==> src/rtl/vga_word_scroller.sv <==
// Frame-synchronous scrolling text source: a 6-character window of MESSAGE, updated at vsync start.
// Optional macro SCROLL_REVERSE_EN adds a dir input that scrolls backwards while high.
module vga_word_scroller #(
  parameter int                   MSG_LEN         = 16,
  parameter logic [8*MSG_LEN-1:0] MESSAGE         = "DANTE FPGA VGA  ",
  parameter int                   FRAMES_PER_STEP = 30,
  parameter bit                   VS_ACTIVE_LOW   = 1'b1
) (
  input  logic        clk,
  input  logic        rst_n,
  input  logic        vsync,
  input  logic        pause,
  input  logic        step_req,
`ifdef SCROLL_REVERSE_EN
  input  logic        dir,
`endif
  output logic [47:0] word,
  output logic [7:0]  offset,
  output logic        frame_tick
);

  localparam logic       VS_IDLE  = VS_ACTIVE_LOW;
  localparam logic [7:0] CNT_LAST = 8'(FRAMES_PER_STEP - 1);
  localparam logic [7:0] OFS_LAST = 8'(MSG_LEN - 1);
  localparam logic [8:0] LEN9     = 9'(MSG_LEN);

  generate
    if (MSG_LEN < 6 || MSG_LEN > 256) begin : g_bad_len
      $error("vga_word_scroller: MSG_LEN must be within 6..256");
    end
    if (FRAMES_PER_STEP < 1 || FRAMES_PER_STEP > 255) begin : g_bad_fps
      $error("vga_word_scroller: FRAMES_PER_STEP must be within 1..255");
    end
  endgenerate

  // offset+k never reaches 2*MSG_LEN, so one conditional subtract replaces the modulo
  function automatic logic [7:0] f_char(input logic [8:0] idx);
    logic [8:0]           idx_wrap;
    logic [8*MSG_LEN-1:0] shifted;
    idx_wrap = (idx >= LEN9) ? idx - LEN9 : idx;
    shifted  = MESSAGE << {idx_wrap, 3'b000};
    return shifted[8*MSG_LEN-1 -: 8];
  endfunction

  function automatic logic [47:0] f_window(input logic [7:0] ofs);
    logic [47:0] win;
    win = '0;
    for (int k = 0; k < 6; k++) begin
      win[47-8*k -: 8] = f_char({1'b0, ofs} + 9'(k));
    end
    return win;
  endfunction

  function automatic logic [7:0] f_advance(input logic [7:0] ofs, input logic rev);
    if (rev) return (ofs == 8'd0) ? OFS_LAST : ofs - 8'd1;
    return (ofs == OFS_LAST) ? 8'd0 : ofs + 8'd1;
  endfunction

  logic        r_vs_q;
  logic        r_armed;
  logic        r_step_pend;
  logic [7:0]  r_cnt;
  logic [7:0]  r_offset_p1;
  logic        r_vld_p1;
  logic [47:0] r_word_p2;
  logic        w_edge;
  logic        w_adv;
  logic        w_rev;
  logic [7:0]  w_cnt_nxt;

`ifdef SCROLL_REVERSE_EN
  assign w_rev = dir;
`else
  assign w_rev = 1'b0;
`endif

  // r_armed masks the first cycle after reset so a sync pulse already in progress is not an edge
  assign w_edge = r_armed & (VS_ACTIVE_LOW ? (~vsync & r_vs_q) : (vsync & ~r_vs_q));

  always_comb begin
    w_adv     = 1'b0;
    w_cnt_nxt = r_cnt;
    if (w_edge) begin
      if (!pause) begin
        if (r_cnt == CNT_LAST) begin
          w_adv     = 1'b1;
          w_cnt_nxt = 8'd0;
        end else begin
          w_cnt_nxt = r_cnt + 8'd1;
        end
      end else if (r_step_pend || step_req) begin
        w_adv     = 1'b1;
        w_cnt_nxt = 8'd0;
      end
    end
  end

  // Stage p0: sync edge detect
  always_ff @(posedge clk or negedge rst_n) begin
    if (!rst_n) begin
      r_vs_q  <= VS_IDLE;
      r_armed <= 1'b0;
    end else begin
      r_vs_q  <= vsync;
      r_armed <= 1'b1;
    end
  end

  always_ff @(posedge clk or negedge rst_n) begin
    if (!rst_n) begin
      r_step_pend <= 1'b0;
    end else if (!pause || w_edge) begin
      r_step_pend <= 1'b0;
    end else if (step_req) begin
      r_step_pend <= 1'b1;
    end
  end

  // Stage p1: frame counter, offset and frame tick
  always_ff @(posedge clk or negedge rst_n) begin
    if (!rst_n) begin
      r_cnt       <= 8'd0;
      r_offset_p1 <= 8'd0;
      r_vld_p1    <= 1'b0;
    end else begin
      r_cnt    <= w_cnt_nxt;
      r_vld_p1 <= w_edge;
      if (w_adv) r_offset_p1 <= f_advance(r_offset_p1, w_rev);
    end
  end

  // Stage p2: window reload from the settled offset
  always_ff @(posedge clk or negedge rst_n) begin
    if (!rst_n) begin
      r_word_p2 <= f_window(8'd0);
    end else if (r_vld_p1) begin
      r_word_p2 <= f_window(r_offset_p1);
    end
  end

  assign word       = r_word_p2;
  assign offset     = r_offset_p1;
  assign frame_tick = r_vld_p1;

endmodule

==> config.mk <==
export PLATFORM = sky130hd
export DESIGN_NAME = vga_word_scroller
export DESIGN_NICKNAME = d
export VERILOG_FILES = /design/src/rtl/vga_word_scroller.sv
export SDC_FILE = /design/constraint.sdc
export NUM_CORES = 1
export LEC_CHECK = 0
export CORE_ASPECT_RATIO = 1.25
export CORE_UTILIZATION = 55
export CTS_CLUSTER_SIZE = 20
export DETAILED_ROUTE_END_ITERATION = 6
export PLACE_DENSITY = 0.81
export SLEW_MARGIN = 10
export SYNTH_ARGS = -nofsm -noshare
export SYNTH_HDL_FRONTEND = slang
export SYNTH_SLANG_ARGS = --single-unit
==> constraint.sdc <==
create_clock -name clk -period 7.88 [get_ports clk]
set_clock_uncertainty 0.15 [all_clocks]
set_input_delay 2.364 -clock clk [delete_from_list [all_inputs] [get_ports clk]]
set_output_delay 2.364 -clock clk [all_outputs]
set_load 0.01 [all_outputs]
Yosys cells after proc, flatten, opt, wreduce, memory -nomap -nowiden:

Index checks and enable logic that the tools add are counted.

* add/subtract/negate cells: 13
* magnitude comparators: 6
* multiplexer cells: 18
* equality and inequality tests: 3
* multipliers: 0
* shifts and indexed selects: 6
* divide/modulo/power cells: 0
* reductions and logical operators: 5
* bitwise operators: 3

Operator list (number)
* left shift 127 x 12 -> 128 bit, first input constant: 6
* 2-to-1 mux 9 bit: 6
* greater-or-equal comparator 9 x 5 -> 1 bit, second input constant: 5
* subtractor 9 x 5 -> 9 bit, second input constant: 5
* 2-to-1 mux 8 bit: 5
* adder 8 x 2 -> 9 bit, second input constant: 2
* adder 8 x 3 -> 9 bit, second input constant: 2
* adder 8 x 1 -> 8 bit, second input constant: 2
* adder 8 x 1 -> 9 bit, second input constant: 1
* subtractor 8 x 5 -> 9 bit, second input constant: 1
* == test 8 x 4 -> 1 bit, second input constant: 1
* == test 8 x 5 -> 1 bit, second input constant: 1
* greater-or-equal comparator 8 x 5 -> 1 bit, second input constant: 1
* 2-to-1 mux 1 bit: 7
* AND 1 bit: 2
* logical OR 1 bit: 2
* != test 2 x 1 -> 1 bit, second input constant: 1
* AND reduction 2 bit: 1
* nonzero test 2 bit: 1
* zero test 1 bit: 1
* inverter 1 bit: 1

* register bits after elaboration: 68
* latch bits: 0
* logic and storage cells: 61
* input port bits: 5
* memories: 0
* bits in writable memories: 0
* memory bits (read-only): 0
* output and inout port bits: 57

Longest topological paths before layout:

Gate-level depths: netlist (run 1).

* depth after elaboration: 6
* depth in mapped cells: 10
* mapped depth without buffers: 9

Worst setup path after synthesis (run 1):

No wires, ideal clock.

* path kind: in2reg
* start: input vsync
* end: register r_offset_p1[3], in the netlist offset[3]
* buffers on the path: 0
* required time: 7647 ps
* arrival time: 3518 ps
* library setup time: 83 ps
* setup slack: 4129 ps
* cell stages on the path: 5
* cell sequence: nand3b_1 > a21oi_1 > nand3_1 > or3_1 > o21ai_0

* longest elaborated chain between the ends: 4

RTL lines
* from (decl): line 11 `input logic vsync,`
* inverter 1 bit: line 78 `assign w_edge = r_armed & (VS_ACTIVE_LOW ? (~vsync & r_vs_q) : (vsync & ~r_vs_q));`
* AND 1 bit (2 in series): line 78
* 2-to-1 mux 1 bit: line 83 `if (w_edge) begin`
* to (signal assigned): line 128 `if (w_adv) r_offset_p1 <= f_advance(r_offset_p1, w_rev);`
* to (decl): line 63 `logic [7:0] r_offset_p1;`

Every way passes these cells.
A chain may end at the register's enable or synchronous reset.

Worst setup path after layout (run 1):

* start: register r_offset_p1[3], in the netlist offset[3]
* end: output offset[3]

RTL lines
* to (decl): line 18 `output logic [7:0] offset,`

No word-level cell between the ends.

==> results.cfg, run 1 <==
[detailed_routing]
drtIter0Drc = 238
via_per_inst = 6.04
drt_wl_total_microns = 9350
drc = 0
antenna_left = 0
vias = 3438
wire_per_inst_microns = 16.4
first_pass_iters = 5

[worst_setup_path]
crit_type = reg2out
critPathArrivalTime_ps = 2060
end_kind = primary output
crit_chain = clkdlybuf4s50_1
required_ps = 5370
cp_slowest_cell = dfrtp_1
cp_max_fo = 28
slowest_delay_ps = 1010
worst_path_dominant_cell_family = flip-flops
critPathBufInv = 1
start_kind = register

[cts]
root_buffer = clkbuf_8
cts_buffers = 9
cts.sinks = 62
cts_max_level = 3
post_cts_buffers = 0
clk_latency_ps = 350
cts_tree = built
cts.clk_slew.worst_paths_ps = 70
clockBufferDepth = 2
cts_hold_buffers = 0
postCtsResizedCells = 0

[synth]
synth_edf_count = 0
ys_seq_area_share_pct = 39.4
synth_commonest_cells = dfrtp_1 (46), nand2_1 (37), a21oi_1 (30)
ys_ff_latch = 62
synthTopCellsByArea = dfrtp_1 (29%), dfstp_2 (11%), ha_1 (6.3%), xnor2_1 (5.1%), o2bb2ai_1 (4.2%)
synth_flop_cell = dfrtp_1
avgSynthCellArea_sq_um = 9.15
yosys_warnings = 0
syn_inst = 436
async_reset_ff_share_pct = 100
syn_area_sq_mm = 0.00399
yosysTopAreaCellShare_pct = 28.9
synth_top_area_cell = dfrtp_1
yosysMostFrequentCell = dfrtp_1
synth.distinct_cells = 66

[pwr]
p_sw_mw = 0.574
p_leak_nw = 1.87
vdd_ir_drop_max_mv = 0.172
switching_share_pct = 42.8
seqPwrFrac_pct = 34.8
combPwrFrac_pct = 46.9
p_clk_share_pct = 18.4
power.total_mw = 1.34
p_int_mw = 0.765
power.density_mw_per_mm2 = 287

[timing]
final-hold-violation-count = 0
tightest_slew_ps = 1020
setup_tns_ps = 0
report.final.setup_viol = 0
finalCriticalPeriod_ps = 4570
maxSlewHeadroom_pct = 32.2
period_share_pct = 58.0
drv_slew = 0
rsz0062_at_grt = false
max_freq_mhz = 219

[global_routing]
grt_max_degree = 63
overflow = 0
grt.total_usage_pct = 26.8
grt_pass1_vias = 3312
antenna_found_initial = 0
grt_pass1_wl_microns = 15900

[floorplan]
dieArea_sq_mm = 0.00760
io_pins = 62
fp.dieW_microns = 78.2
dieHeight_microns = 97.2
coreArea_sq_mm = 0.00698
num_rows = 34
start_util_pct = 57.2

[layout]
fin_cells = 569
n_fill_cell = 569
area_delta_synth_final_pct = 16.8
fin_nets = 499
diodes = 0
layout-drive-gt1-share_pct = 9.39

[min_path]
holdCritPathClass = reg2reg

[placed_design]
dp_cells = 553
portBuffers = 55
gp_congestion = 0.915
dp_hpwl_microns = 6380

[flow_run]
cap_violations = 0

[status]
status = complete, no violations
worst paths after layout:
| kind | startpoint | end | slack, ps | cells after the start |
|---|---|---|---|---|
| worst min register to register | word[20] | word[20] | 330 | 2 |
| min in group asynchronous | rst_n | word[2] | 1990 | 2 |
| max in group asynchronous | rst_n | r_armed | 5050 | 2 |
| worst max-delay path | offset[3] | offset[3] | 3310 | 1 |
| worst max register to register | offset[2] | word[30] | 4450 | 8 |
| worst min-delay path | word[20] | word[20] | 330 | 2 |
layout by cell type (no fill, tap or decap), types with 4 or more instances in the layout:
cell	n
nand2b_1	4
clkdlybuf4s50_1	54
dfrtp_1	46
o2111ai_1	4
o2bb2ai_1	19
nor3_1	8
nand2_1	37
a31oi_1	6
nand3b_1	4
xnor2_1	23
or3_1	5
nand4_1	9
clkbuf_8	10
a21oi_1	30
inv_1	18
dfstp_2	16
nand3_1	14
o21ai_0	26
xor2_1	9
nor2b_1	8
conb_1	7
a21o_1	6
ha_1	20
nor2_1	24
o31ai_1	4
through the flow:
step           setup slack [ps]  utilization, %  hold slack [ps]  instance area [sq um]
2_1_floorplan              4130               -              324                   4010
3_3_place_gp               3520            64.4              310                   4490
3_5_place_dp               3400            64.4              319                   4490
4_1_cts                    3310            66.8              330                   4660
5_1_grt                    3200            66.8              345                   4660
6_report                   3310            66.8              326                   4660
flip-flops by register name, summed over array words and instances, names as in the netlist:
name	count
offset	8
r_step_pend	1
r_cnt	8
frame_tick	1
r_vs_q	1
word	42
r_armed	1
kinds of logic (layout without fill, tap and decap cells):
logic type | after synthesis | after routing | synth area share, %
other | 2 | 7 | 0.188
buffers and inverters | 56 | 94 | 6.71
xor gates and xnor gates | 32 | 32 | 7.03
and+or+nand+nor | 128 | 128 | 16.3
DFF | 62 | 62 | 39.4
AOI/OAI and AO/OA | 134 | 134 | 23.4
muxes | 2 | 2 | 0.659
adders and majority gates | 20 | 20 | 6.27
per-layer routing:
metal  up-vias  track usage [%]  routed length, microns
met3        32             7.04                     434
met5         -                0                       0
met1      1647             34.2                    4060
met4         0             12.0                     330
li1       1647                -                       -
met2       112             42.4                    4520
final cells by class:
class                           instances  area, sq um  area share [%]
Multi-Input combinational cell        323         2170            46.5
Inverter                               21         78.8            1.69
Clock inverter                          4         22.5           0.483
Timing Repair Buffer                   57          561            12.0
Tap cell                               90          113            2.42
Sequential cell                        62         1570            33.7
Clock buffer                           12          145            3.11
power groups by stage:
stage | sequential [mW] | clock, mW | combinational (mW)
finish | 0.465 | 0.246 | 0.628
global route | 0.477 | 0.261 | 0.693
CTS | 0.464 | 0.248 | 0.624
detailed placement | 0.469 | 0 | 0.617
global placement | 0.468 | 0 | 0.606
floorplan | 0.446 | 0 | 0.445
Note: power is estimated with default switching activity, not from simulation.
==> inputs of run 2 (changes only) <==
==> constraint.sdc (replaced) <==
create_clock -name clk -period 4.5 [get_ports clk]
set_clock_uncertainty 0.15 [all_clocks]
set_input_delay 1.35 -clock clk [delete_from_list [all_inputs] [get_ports clk]]
set_output_delay 1.35 -clock clk [all_outputs]
set_load 0.01 [all_outputs]
==> results.cfg, run 2 (synthesized netlist as in run 1, its figures left out) <==
[layout]
finish.instance_area_sq_mm = 0.00469
most-common-layout-cells = clkdlybuf4s50_1 (54), dfrtp_1 (46), nand2_1 (37), a21oi_1 (30), o21ai_0 (26)
layout-drive-gt1-share_pct = 10.3
area_delta_synth_final_pct = 17.5
diodes = 0
fin_nets = 504
largest_reg_flops = 42
fin_util_pct = 67.2
final_common_cell = clkdlybuf4s50_1

[global_routing]
grt_pass1_vias = 3404
grt_pass1_wl_microns = 16700
antenna_found_initial = 0
grt_max_degree = 46
overflow = 0
grt.total_usage_pct = 28.0

[floorplan]
dieHeight_microns = 97.2
coreArea_sq_mm = 0.00698
dieArea_sq_mm = 0.00760
start_util_pct = 57.2
num_rows = 34
fp.dieW_microns = 78.2
io_pins = 62

[min_path]
hold_depth = 1
holdCritPathClass = reg2reg

[cts]
clk_latency_ps = 350
root_buffer = clkbuf_8
postCtsResizedCells = 0
cts_buffers = 9
post_cts_buffers = 0
cts_hold_buffers = 0
cts.sinks = 62
clockBufferDepth = 2
cts_tree = built
cts_max_level = 3
cts.clk_slew.worst_paths_ps = 70

[timing]
period_share_pct = 74.8
report.final.setup_viol = 0
max_freq_mhz = 297
drv_slew = 0
rsz0062_at_grt = false
maxSlewHeadroom_pct = 33.8
tightest_slew_ps = 993
setup_tns_ps = 0
finalCriticalPeriod_ps = 3370
final-hold-violation-count = 0

[placed_design]
gp_congestion = 0.896
place_area_sq_mm = 0.00453
dp_hpwl_microns = 6820
portBuffers = 55

[worst_setup_path]
start_kind = register
worst_r2r_endpoint = word[13]
endpoint = offset[4]
critPathArrivalTime_ps = 1870
startpoint = offset[4]
worst_path_dominant_cell_family = flip-flops
rrSetupSlack_ps = 1440
critPathBufInv = 1
required_ps = 3000
crit_type = reg2out
r2r_start = offset[3]
end_kind = primary output
slowest_delay_ps = 850
cp_slowest_cell = dfrtp_1
crit_chain = clkdlybuf4s50_1
cp.depth = 1
cp_max_fo = 23
reg2reg_depth = 8

[detailed_routing]
drtIter0Drc = 209
via_per_inst = 6.21
drc = 0
first_pass_iters = 5
antenna_left = 0
wire_per_inst_microns = 17.1
vias = 3567
drt_wl_total_microns = 9840

[flow_run]
cap_violations = 0

[status]
status = complete, no violations

[pwr]
power.total_mw = 2.36
vdd_ir_drop_max_mv = 0.296
p_leak_nw = 1.89
power.density_mw_per_mm2 = 504
==> run 2: where the power goes <==
| part | total (mW) | internal, mW | leakage, nW | switching [mW] |
|---|---|---|---|---|
| sequential | 0.753 | 0.667 | 0.779 | 0.0865 |
| clock | 0.415 | 0.196 | 0.0829 | 0.219 |
| combinational | 1.19 | 0.476 | 1.03 | 0.718 |
| total | 2.36 | 1.34 | 1.89 | 1.02 |
==> run 2: per-stage QoR <==
step | worst slack [ps] | instances | hold slack (ps)
5_1_grt | 1070 | 574 | 338
3_5_place_dp | 1050 | 558 | 319
4_1_cts | 1150 | 574 | 331
6_report | 1130 | 574 | 330
2_1_floorplan | 1760 | 441 | 324
3_3_place_gp | 1160 | 558 | 309
==> run 2: how the worst min path moves through the flow <==
stage                  start       end  slack, ps
finish              word[32]  word[32]        330
global route        word[26]  word[26]        340
CTS                 word[32]  word[32]        330
detailed placement  word[32]  word[32]        320
global placement    word[20]  word[20]        310
floorplan           word[20]  word[20]        320
==> run 2: layer usage <==
metal	track usage (%)	part of all wire, %	vias up
li1	-	-	1657
met1	35.0	43	1735
met2	45.7	49	144
met3	6.20	5.5	31
met4	12.8	2.7	0
met5	0	0	-
==> run 2: area by class of cell <==
cell class / count / area (sq um)
fillers: 594 / 2290
clock inverters: 5 / 27.5
flip-flops and latches: 62 / 1570
multi-input cells: 323 / 2170
inverters: 21 / 78.8
clock buffers: 11 / 131
repair buffers: 62 / 598
well taps: 90 / 113
